### src/rtl/lcd_timing_pkg.sv
// rtl/lcd_timing_pkg.sv - shared types, default panel timing and colour-bar table for the LCD timing block
package lcd_timing_pkg;

   typedef struct packed {
      logic [4:0] r;
      logic [5:0] g;
      logic [4:0] b;
   } rgb565_t;

   typedef enum logic {
      ST_IDLE,
      ST_RUN
   } lcd_state_t;

   localparam int DEF_H_SYNC   = 1;
   localparam int DEF_H_BP     = 182;
   localparam int DEF_H_ACTIVE = 800;
   localparam int DEF_H_FP     = 210;
   localparam int DEF_V_SYNC   = 5;
   localparam int DEF_V_BP     = 6;
   localparam int DEF_V_ACTIVE = 480;
   localparam int DEF_V_FP     = 45;

   localparam logic [15:0] DEF_UF_COLOR = 16'hF800;

   function automatic rgb565_t bar_color(input logic [2:0] idx);
      case (idx)
         3'd0:    bar_color = 16'hFFFF;
         3'd1:    bar_color = 16'hFFE0;
         3'd2:    bar_color = 16'h07FF;
         3'd3:    bar_color = 16'h07E0;
         3'd4:    bar_color = 16'hF81F;
         3'd5:    bar_color = 16'hF800;
         3'd6:    bar_color = 16'h001F;
         default: bar_color = 16'h0000;
      endcase
   endfunction

endpackage

### src/rtl/lcd_timing_ctrl_if.sv
// rtl/lcd_timing_ctrl_if.sv - show-ahead pixel source handshake between the timing controller and the frame source
interface lcd_timing_ctrl_if;
   logic        pix_req;
   logic [9:0]  pix_x;
   logic [8:0]  pix_y;
   logic [15:0] pix_data;
   logic        pix_valid;

   modport master (
      output pix_req,
      output pix_x,
      output pix_y,
      input  pix_data,
      input  pix_valid
   );

   modport slave (
      input  pix_req,
      input  pix_x,
      input  pix_y,
      output pix_data,
      output pix_valid
   );
endinterface

### src/rtl/lcd_color_bar_gen.sv
// rtl/lcd_color_bar_gen.sv - eight vertical colour bars, bar index tracked by a pixel counter instead of a divider
module lcd_color_bar_gen
   import lcd_timing_pkg::*;
#(
   parameter int BAR_W = 100
) (
   input  logic    clk,
   input  logic    rst,
   input  logic    act,
   input  logic    line_start,
   input  logic    enable,
   output rgb565_t rgb
);

   localparam int CW = (BAR_W > 1) ? $clog2(BAR_W) : 1;

   logic [CW-1:0] cnt;
   logic [CW-1:0] cur_cnt;
   logic [2:0]    idx;
   logic [2:0]    cur_idx;

   // line_start forces bar 0 in the same cycle so the first pixel of every line is correct
   always_comb begin
      cur_cnt = line_start ? '0 : cnt;
      cur_idx = line_start ? '0 : idx;
      rgb     = (act && enable) ? bar_color(cur_idx) : '0;
   end

   always_ff @(posedge clk or posedge rst) begin
      if (rst) begin
         cnt <= '0;
         idx <= '0;
      end else if (act && enable) begin
         if (cur_cnt == CW'(BAR_W - 1)) begin
            cnt <= '0;
            idx <= cur_idx + 3'd1;
         end else begin
            cnt <= cur_cnt + 1'b1;
            idx <= cur_idx;
         end
      end
   end

endmodule

### src/rtl/lcd_timing_ctrl.sv
// rtl/lcd_timing_ctrl.sv - RGB565 panel timing: H/V counters, sync/DEN generation, pixel fetch and registered pin drive
module lcd_timing_ctrl
   import lcd_timing_pkg::*;
#(
   parameter int          H_SYNC   = DEF_H_SYNC,
   parameter int          H_BP     = DEF_H_BP,
   parameter int          H_ACTIVE = DEF_H_ACTIVE,
   parameter int          H_FP     = DEF_H_FP,
   parameter int          V_SYNC   = DEF_V_SYNC,
   parameter int          V_BP     = DEF_V_BP,
   parameter int          V_ACTIVE = DEF_V_ACTIVE,
   parameter int          V_FP     = DEF_V_FP,
   parameter bit          SYNC_POL = 1'b0,
   parameter logic [15:0] UF_COLOR = DEF_UF_COLOR
) (
   input  logic              clk,
   input  logic              rst,
   input  logic              en,
   input  logic              tpg,
   input  logic              uf_clr,
   lcd_timing_ctrl_if.master pix,
   output logic              lcd_pclk,
   output logic              lcd_hync,
   output logic              lcd_sync,
   output logic              lcd_den,
   output logic [4:0]        lcd_r,
   output logic [5:0]        lcd_g,
   output logic [4:0]        lcd_b,
   output logic              frame_start,
   output logic              underflow
);

   localparam int H_TOTAL = H_SYNC + H_BP + H_ACTIVE + H_FP;
   localparam int V_TOTAL = V_SYNC + V_BP + V_ACTIVE + V_FP;
   localparam int H_START = H_SYNC + H_BP;
   localparam int V_START = V_SYNC + V_BP;
   localparam int H_W     = $clog2(H_TOTAL);
   localparam int V_W     = $clog2(V_TOTAL);

   lcd_state_t     state, state_nxt;
   logic [H_W-1:0] h, h_nxt;
   logic [V_W-1:0] v, v_nxt;
   logic           run, h_last, v_last;
   logic           hs_a, vs_a, act, line_start;
   logic           tpg_q;
   rgb565_t        bar_rgb, pix_rgb, rgb_q;

   assign lcd_pclk = clk;
   assign run      = (state == ST_RUN);
   assign h_last   = (h == H_W'(H_TOTAL - 1));
   assign v_last   = (v == V_W'(V_TOTAL - 1));

   always_comb begin
      state_nxt = state;
      h_nxt     = h;
      v_nxt     = v;
      case (state)
         ST_IDLE: begin
            h_nxt = '0;
            v_nxt = '0;
            if (en) state_nxt = ST_RUN;
         end
         ST_RUN: begin
            if (h_last) begin
               h_nxt = '0;
               if (v_last) begin
                  v_nxt = '0;
                  // stop only on the last pixel of a frame so a frame is never torn
                  if (!en) state_nxt = ST_IDLE;
               end else begin
                  v_nxt = v + 1'b1;
               end
            end else begin
               h_nxt = h + 1'b1;
            end
         end
         default: state_nxt = ST_IDLE;
      endcase
   end

   always_ff @(posedge clk or posedge rst) begin
      if (rst) begin
         state <= ST_IDLE;
         h     <= '0;
         v     <= '0;
         tpg_q <= 1'b0;
      end else begin
         state <= state_nxt;
         h     <= h_nxt;
         v     <= v_nxt;
         if (frame_start) tpg_q <= tpg;
      end
   end

   assign hs_a = run && (h < H_W'(H_SYNC));
   assign vs_a = run && (v < V_W'(V_SYNC));
   assign act  = run && (h >= H_W'(H_START)) && (h < H_W'(H_START + H_ACTIVE))
                     && (v >= V_W'(V_START)) && (v < V_W'(V_START + V_ACTIVE));
   assign line_start  = act && (h == H_W'(H_START));
   assign frame_start = run && (h == '0) && (v == '0);

   assign pix.pix_req = act && !tpg_q;
   assign pix.pix_x   = pix.pix_req ? 10'(h - H_W'(H_START)) : '0;
   assign pix.pix_y   = pix.pix_req ? 9'(v - V_W'(V_START)) : '0;

   lcd_color_bar_gen #(
      .BAR_W (H_ACTIVE / 8)
   ) u_bar (
      .clk        (clk),
      .rst        (rst),
      .act        (act),
      .line_start (line_start),
      .enable     (tpg_q),
      .rgb        (bar_rgb)
   );

   always_comb begin
      pix_rgb = '0;
      if (act) begin
         if (tpg_q)              pix_rgb = bar_rgb;
         else if (pix.pix_valid) pix_rgb = pix.pix_data;
         else                    pix_rgb = UF_COLOR;
      end
   end

   always_ff @(posedge clk or posedge rst) begin
      if (rst) begin
         lcd_hync  <= ~SYNC_POL;
         lcd_sync  <= ~SYNC_POL;
         lcd_den   <= 1'b0;
         rgb_q     <= '0;
         underflow <= 1'b0;
      end else begin
         lcd_hync <= hs_a ? SYNC_POL : ~SYNC_POL;
         lcd_sync <= vs_a ? SYNC_POL : ~SYNC_POL;
         lcd_den  <= act;
         rgb_q    <= pix_rgb;
         if (pix.pix_req && !pix.pix_valid) underflow <= 1'b1;
         else if (uf_clr)                   underflow <= 1'b0;
      end
   end

   assign lcd_r = rgb_q.r;
   assign lcd_g = rgb_q.g;
   assign lcd_b = rgb_q.b;

endmodule

### src/flat_wrapper.sv
// flat-port wrapper written by rule: the top's interface ports become plain ports
module lcd_timing_ctrl_flat import lcd_timing_pkg::*;
#(
   parameter int          H_SYNC   = DEF_H_SYNC,
   parameter int          H_BP     = DEF_H_BP,
   parameter int          H_ACTIVE = DEF_H_ACTIVE,
   parameter int          H_FP     = DEF_H_FP,
   parameter int          V_SYNC   = DEF_V_SYNC,
   parameter int          V_BP     = DEF_V_BP,
   parameter int          V_ACTIVE = DEF_V_ACTIVE,
   parameter int          V_FP     = DEF_V_FP,
   parameter bit          SYNC_POL = 1'b0,
   parameter logic [15:0] UF_COLOR = DEF_UF_COLOR
)
  (clk, rst, en, tpg, uf_clr, lcd_pclk, lcd_hync, lcd_sync, lcd_den, lcd_r, lcd_g, lcd_b, frame_start, underflow, pix_pix_req, pix_pix_x, pix_pix_y, pix_pix_data, pix_pix_valid);
  lcd_timing_ctrl_if pix_i ();
  input  logic clk;
  input  logic rst;
  input  logic en;
  input  logic tpg;
  input  logic uf_clr;
  output logic lcd_pclk;
  output logic lcd_hync;
  output logic lcd_sync;
  output logic lcd_den;
  output logic [4:0] lcd_r;
  output logic [5:0] lcd_g;
  output logic [4:0] lcd_b;
  output logic frame_start;
  output logic underflow;
  output wire logic [$bits(pix_i.pix_req)-1:0] pix_pix_req;
  output wire logic [$bits(pix_i.pix_x)-1:0] pix_pix_x;
  output wire logic [$bits(pix_i.pix_y)-1:0] pix_pix_y;
  input wire logic [$bits(pix_i.pix_data)-1:0] pix_pix_data;
  input wire logic [$bits(pix_i.pix_valid)-1:0] pix_pix_valid;
  assign pix_pix_req = pix_i.pix_req;
  assign pix_pix_x = pix_i.pix_x;
  assign pix_pix_y = pix_i.pix_y;
  assign pix_i.pix_data = pix_pix_data;
  assign pix_i.pix_valid = pix_pix_valid;
  lcd_timing_ctrl #(.H_SYNC(H_SYNC), .H_BP(H_BP), .H_ACTIVE(H_ACTIVE), .H_FP(H_FP), .V_SYNC(V_SYNC), .V_BP(V_BP), .V_ACTIVE(V_ACTIVE), .V_FP(V_FP), .SYNC_POL(SYNC_POL), .UF_COLOR(UF_COLOR)) u_core (.clk(clk), .rst(rst), .en(en), .tpg(tpg), .uf_clr(uf_clr), .pix(pix_i), .lcd_pclk(lcd_pclk), .lcd_hync(lcd_hync), .lcd_sync(lcd_sync), .lcd_den(lcd_den), .lcd_r(lcd_r), .lcd_g(lcd_g), .lcd_b(lcd_b), .frame_start(frame_start), .underflow(underflow));
endmodule
### config.mk
export PLATFORM = sky130hd
export DESIGN_NAME = lcd_timing_ctrl_flat
export DESIGN_NICKNAME = d
export VERILOG_FILES = /design/src/rtl/lcd_timing_pkg.sv /design/src/rtl/lcd_timing_ctrl_if.sv /design/src/rtl/lcd_color_bar_gen.sv /design/src/rtl/lcd_timing_ctrl.sv /design/src/flat_wrapper.sv
export SDC_FILE = /design/constraint.sdc
export NUM_CORES = 1
export LEC_CHECK = 0
export ABC_AREA = 1
export CAP_MARGIN = 10
export CELL_PAD_IN_SITES_DETAIL_PLACEMENT = 0
export CELL_PAD_IN_SITES_GLOBAL_PLACEMENT = 1
export CORE_ASPECT_RATIO = 1.25
export CORE_UTILIZATION = 35
export DETAILED_ROUTE_END_ITERATION = 7
export MAX_ROUTING_LAYER = met4
export PLACE_DENSITY = 0.86
export SLEW_MARGIN = 20
export SYNTH_ARGS = -nofsm -noshare
export SYNTH_HDL_FRONTEND = slang
export SYNTH_SLANG_ARGS = --single-unit
### constraint.sdc
create_clock -name clk -period 4.84 [get_ports clk]
set_input_delay 0.726 -clock clk [delete_from_list [all_inputs] [get_ports clk]]
set_output_delay 0.726 -clock clk [all_outputs]
set_load 0.01 [all_outputs]
==> report_table.html <==
<table>
<tr><th>Metric</th><th>Value</th></tr>
<tr><th colspan="2">Status</th></tr>
<tr><td>Run status</td><td>finished, violations left</td></tr>
<tr><td>Violations in the final reports</td><td>DRC</td></tr>
<tr><th colspan="2">Global route</th></tr>
<tr><td>Maximum number of pins on one net before global-route repair</td><td>54</td></tr>
<tr><td>All-layer global routing usage</td><td>17.2%</td></tr>
<tr><td>Via count of the first global-routing pass</td><td>2649</td></tr>
<tr><td>Total congestion overflow</td><td>0</td></tr>
<tr><td>Initial antenna violation count</td><td>0</td></tr>
<tr><td>Global-route wire length before repair</td><td>12200 um</td></tr>
<tr><th colspan="2">Timing</th></tr>
<tr><td>Max-slew violation total from the final report</td><td>0</td></tr>
<tr><td>Setup violation total in the final timing report</td><td>0</td></tr>
<tr><td>Measured slew at the worst slew-check pin</td><td>671 ps</td></tr>
<tr><td>Post-route clock skew</td><td>13.1 ps</td></tr>
<tr><td>Fmax achieved</td><td>259 MHz</td></tr>
<tr><td>RSZ-0062 raised after global routing</td><td>no</td></tr>
<tr><td>Post-layout min period</td><td>3870 ps</td></tr>
<tr><td>Setup total negative slack</td><td>0 ps</td></tr>
<tr><td>Final Hold Fails</td><td>0</td></tr>
<tr><td>Worst hold slack across all endpoints</td><td>517 ps</td></tr>
<tr><td>Final critical-path share of the clock period</td><td>79.9%</td></tr>
<tr><td>Max-Slew Margin vs Limit</td><td>55.2%</td></tr>
<tr><th colspan="2">Critical path</th></tr>
<tr><td>Crit path required time</td><td>4110 ps</td></tr>
<tr><td>Class of the most critical setup path</td><td>flip-flop to primary output</td></tr>
<tr><td>Critical path peak fanout</td><td>20</td></tr>
<tr><td>R2r setup slk</td><td>2410 ps</td></tr>
<tr><td>Reg-to-reg critical path endpoint</td><td>u_core.u_bar.cnt[6]</td></tr>
<tr><td>CP Data Arrival Time</td><td>3140 ps</td></tr>
<tr><td>Worst reg-to-reg path cell count</td><td>13</td></tr>
<tr><td>Crit end category</td><td>primary output</td></tr>
<tr><td>Nature of the critical path startpoint</td><td>flip-flop</td></tr>
<tr><td>Beginning of the worst register-to-register path</td><td>u_core.v[0]</td></tr>
<tr><th colspan="2">Hold path</th></tr>
<tr><td>Hold Path Origin</td><td>u_core.u_bar.cnt[1]</td></tr>
<tr><td>Tightest Hold Check Type</td><td>flip-flop to flip-flop</td></tr>
<tr><td>WHS Path Cells</td><td>1</td></tr>
<tr><td>Capture endpoint of the worst hold path</td><td>u_core.u_bar.cnt[1]</td></tr>
<tr><th colspan="2">Synthesis</th></tr>
<tr><td>Number of register bits inferred by synthesis</td><td>53</td></tr>
<tr><td>Fraction of synthesized cell area taken by the top area cell type</td><td>41.0%</td></tr>
<tr><td>Yosys warning count</td><td>0</td></tr>
<tr><td>Sequential area share after synthesis</td><td>42.7%</td></tr>
<tr><td>Dominant cells by area after synthesis</td><td>dfrtp_1 41%, nand2_1 10%, inv_1 5.6%, nor2_1 5.6%, nand3_1 4.8%</td></tr>
<tr><td>Number of different library cells in the post-synthesis netlist</td><td>38</td></tr>
<tr><td>Post-synth top area cell</td><td>dfrtp_1</td></tr>
<tr><td>Ys async rst share</td><td>100%</td></tr>
<tr><td>Post-synth net total</td><td>422</td></tr>
<tr><td>Number of cells produced by synthesis</td><td>394</td></tr>
<tr><td>Netlist Area Pre-Place</td><td>0.00311 mm^2</td></tr>
<tr><td>Average size of a mapped cell</td><td>7.89 um^2</td></tr>
<tr><td>Most used flip-flop cell after synthesis</td><td>dfrtp_1</td></tr>
<tr><td>Number of enable-type register cells in the synthesized netlist</td><td>0</td></tr>
<tr><th colspan="2">Cells and area</th></tr>
<tr><td>Area of the multi-input gates</td><td>0.00148 mm^2</td></tr>
<tr><td>Area growth, synth to finish</td><td>27.8%</td></tr>
<tr><td>N_diodes</td><td>0</td></tr>
<tr><td>Most frequent standard cell in the layout excluding fill and tap cells</td><td>nand2_1</td></tr>
<tr><td>Filler cells</td><td>873</td></tr>
<tr><td>Fraction of layout cells with a size suffix above 1</td><td>12.3%</td></tr>
<tr><td>Area used by sequential logic in the layout</td><td>0.00133 mm^2</td></tr>
<tr><td>Net total in the final layout</td><td>484</td></tr>
<tr><td>Highest-count cells in the layout ignoring fill and taps</td><td>86 x nand2_1, 63 x clkdlybuf4s50_1, 51 x dfrtp_1</td></tr>
<tr><td>Core utilization of the finished layout</td><td>45.9%</td></tr>
<tr><th colspan="2">Die</th></tr>
<tr><td>Die Y</td><td>107 um</td></tr>
<tr><td>Number of I/O pins</td><td>64</td></tr>
<tr><td>Initial Utilization</td><td>35.9%</td></tr>
<tr><td>Die width</td><td>86.3 um</td></tr>
<tr><td>Die ar.</td><td>0.00927 mm^2</td></tr>
<tr><td>Core ar.</td><td>0.00865 mm^2</td></tr>
<tr><td>Site row count</td><td>38</td></tr>
<tr><th colspan="2">Place</th></tr>
<tr><td>Hpwl dp</td><td>5380 um</td></tr>
<tr><td>Global placement routability congestion</td><td>0.847</td></tr>
<tr><td>Input/output buffers</td><td>63</td></tr>
<tr><th colspan="2">Clock tree</th></tr>
<tr><td>CTS tree</td><td>yes</td></tr>
<tr><td>Clock-pin slew on the worst setup and hold paths</td><td>110 ps</td></tr>
<tr><td>Number of buffers inserted by hold repair at cts</td><td>0</td></tr>
<tr><td>Post-cts resize count</td><td>0</td></tr>
<tr><td>Post-CTS setup-driven buffer insertion count</td><td>0</td></tr>
<tr><td>Clk Latency, worst-skew pair</td><td>410 ps</td></tr>
<tr><th colspan="2">Routing</th></tr>
<tr><td>Number of detailed-route iterations in the first pass</td><td>6</td></tr>
<tr><td>Final antenna-violating net count</td><td>0</td></tr>
<tr><td>Overall via count from detail_route</td><td>2717</td></tr>
<tr><td>Total detailed-routing wirelength</td><td>7120 um</td></tr>
<tr><td>Wire length per cell</td><td>12.3 um</td></tr>
<tr><td>1st-iter DRT viols</td><td>108</td></tr>
<tr><td>Drt drc</td><td>1</td></tr>
<tr><td>Via/cell ratio</td><td>4.71</td></tr>
<tr><th colspan="2">Pwr</th></tr>
<tr><td>Highest ir drop seen on vdd</td><td>0.143 mV</td></tr>
<tr><td>Total leakage power</td><td>1.96 nW</td></tr>
<tr><td>Cell Pwr Density</td><td>299 mW/mm^2</td></tr>
<tr><th colspan="2">Run</th></tr>
<tr><td>Maximum Capacitance Violations</td><td>0</td></tr>
</table>
==> layout make-up <==
cell class                      instances  area share, %
Sequential cell                        53           33.4
Inverter                               57           5.38
Tap cell                              120           3.78
Multi-Input combinational cell        272           37.3
Clock buffer                            9           3.02
Clock inverter                          3           1.26
Timing Repair Buffer                   63           15.8
==> flip-flops by register name (all words and copies together) (netlist names) <==
register,cells
u_core.h,11
u_core.lcd_b,5
u_core.lcd_den,1
u_core.lcd_g,6
u_core.lcd_hync,1
u_core.lcd_r,5
u_core.lcd_sync,1
u_core.run,1
u_core.tpg_q,1
u_core.u_bar.cnt,7
u_core.u_bar.idx,3
u_core.underflow,1
u_core.v,10
==> report_power, final <==
group	total [mW]	switching (mW)	internal, mW
Combinational	0.256	0.163	0.0928
Clock	0.395	0.170	0.225
Sequential	0.536	0.0576	0.478
==> cells in the mapped netlist, types with 3 or more instances <==
master,count
nand2_1,86
o22ai_1,5
nor3_1,14
inv_1,46
nor4_1,3
nand3_2,4
nor2_2,7
buf_4,3
nor2_4,6
nand4_1,5
nor2_1,46
nand2_2,6
xor2_1,11
inv_2,11
buf_2,4
dfrtp_1,51
buf_6,3
o21ai_0,14
ha_1,6
nand3_1,30
a21oi_1,11
==> worst max-delay path by stage <==
stage / to / slack, ps / start / cells past startpoint
2_1_floorplan: lcd_pclk / 1570 / clk / 1
3_3_place_gp: lcd_pclk / 1250 / clk / 1
3_5_place_dp: lcd_pclk / 1250 / clk / 1
4_1_cts: pix_pix_y[4] / 970 / u_core.v[0] / 11
5_1_grt: pix_pix_y[4] / 790 / u_core.v[0] / 11
6_report: pix_pix_y[4] / 970 / u_core.v[0] / 11
==> logic make-up after synthesis <==
kind of cell    count (synthesis)  share of synthesized area [%]
xor+xnor                       12                           3.38
simple gates                  214                           34.2
buf+inv                        69                           9.57
compound gates                 40                           7.76
fa+ha+maj                       6                           2.41
flops                          53                           42.7
==> per-layer routing <==
layer | vias up | wire, um | GRT usage, %
met3 | 8 | 245 | 2.30
met1 | 1276 | 3260 | 21.2
li1 | 1378 | - | -
met5 | - | 0 | -
met4 | 0 | 110 | 7.62
met2 | 55 | 3490 | 28.0
==> critical path, cell delays in order (launching register included) <==
cell and delay (ps):
dfrtp_1 430, ha_1 300, o21ai_4 190, nand2_2 70
nand2_1 80, nand2_2 60, nor2_4 130, nand3_4 110
nor2_4 320, inv_2 250, a21oi_1 210, clkdlybuf4s50_1 570
==> through the flow <==
stage	total power [mW]	instance area (um^2)	cells	setup WS, ps
final	1.19	3980	577	975
after global routing	1.26	3980	577	788
after CTS	1.20	3980	577	971
after detailed placement	0.820	3810	566	1250
after global placement	0.817	3810	566	1250
after floorplan	0.754	3110	394	1570
(Power assumes the default switching activity.)
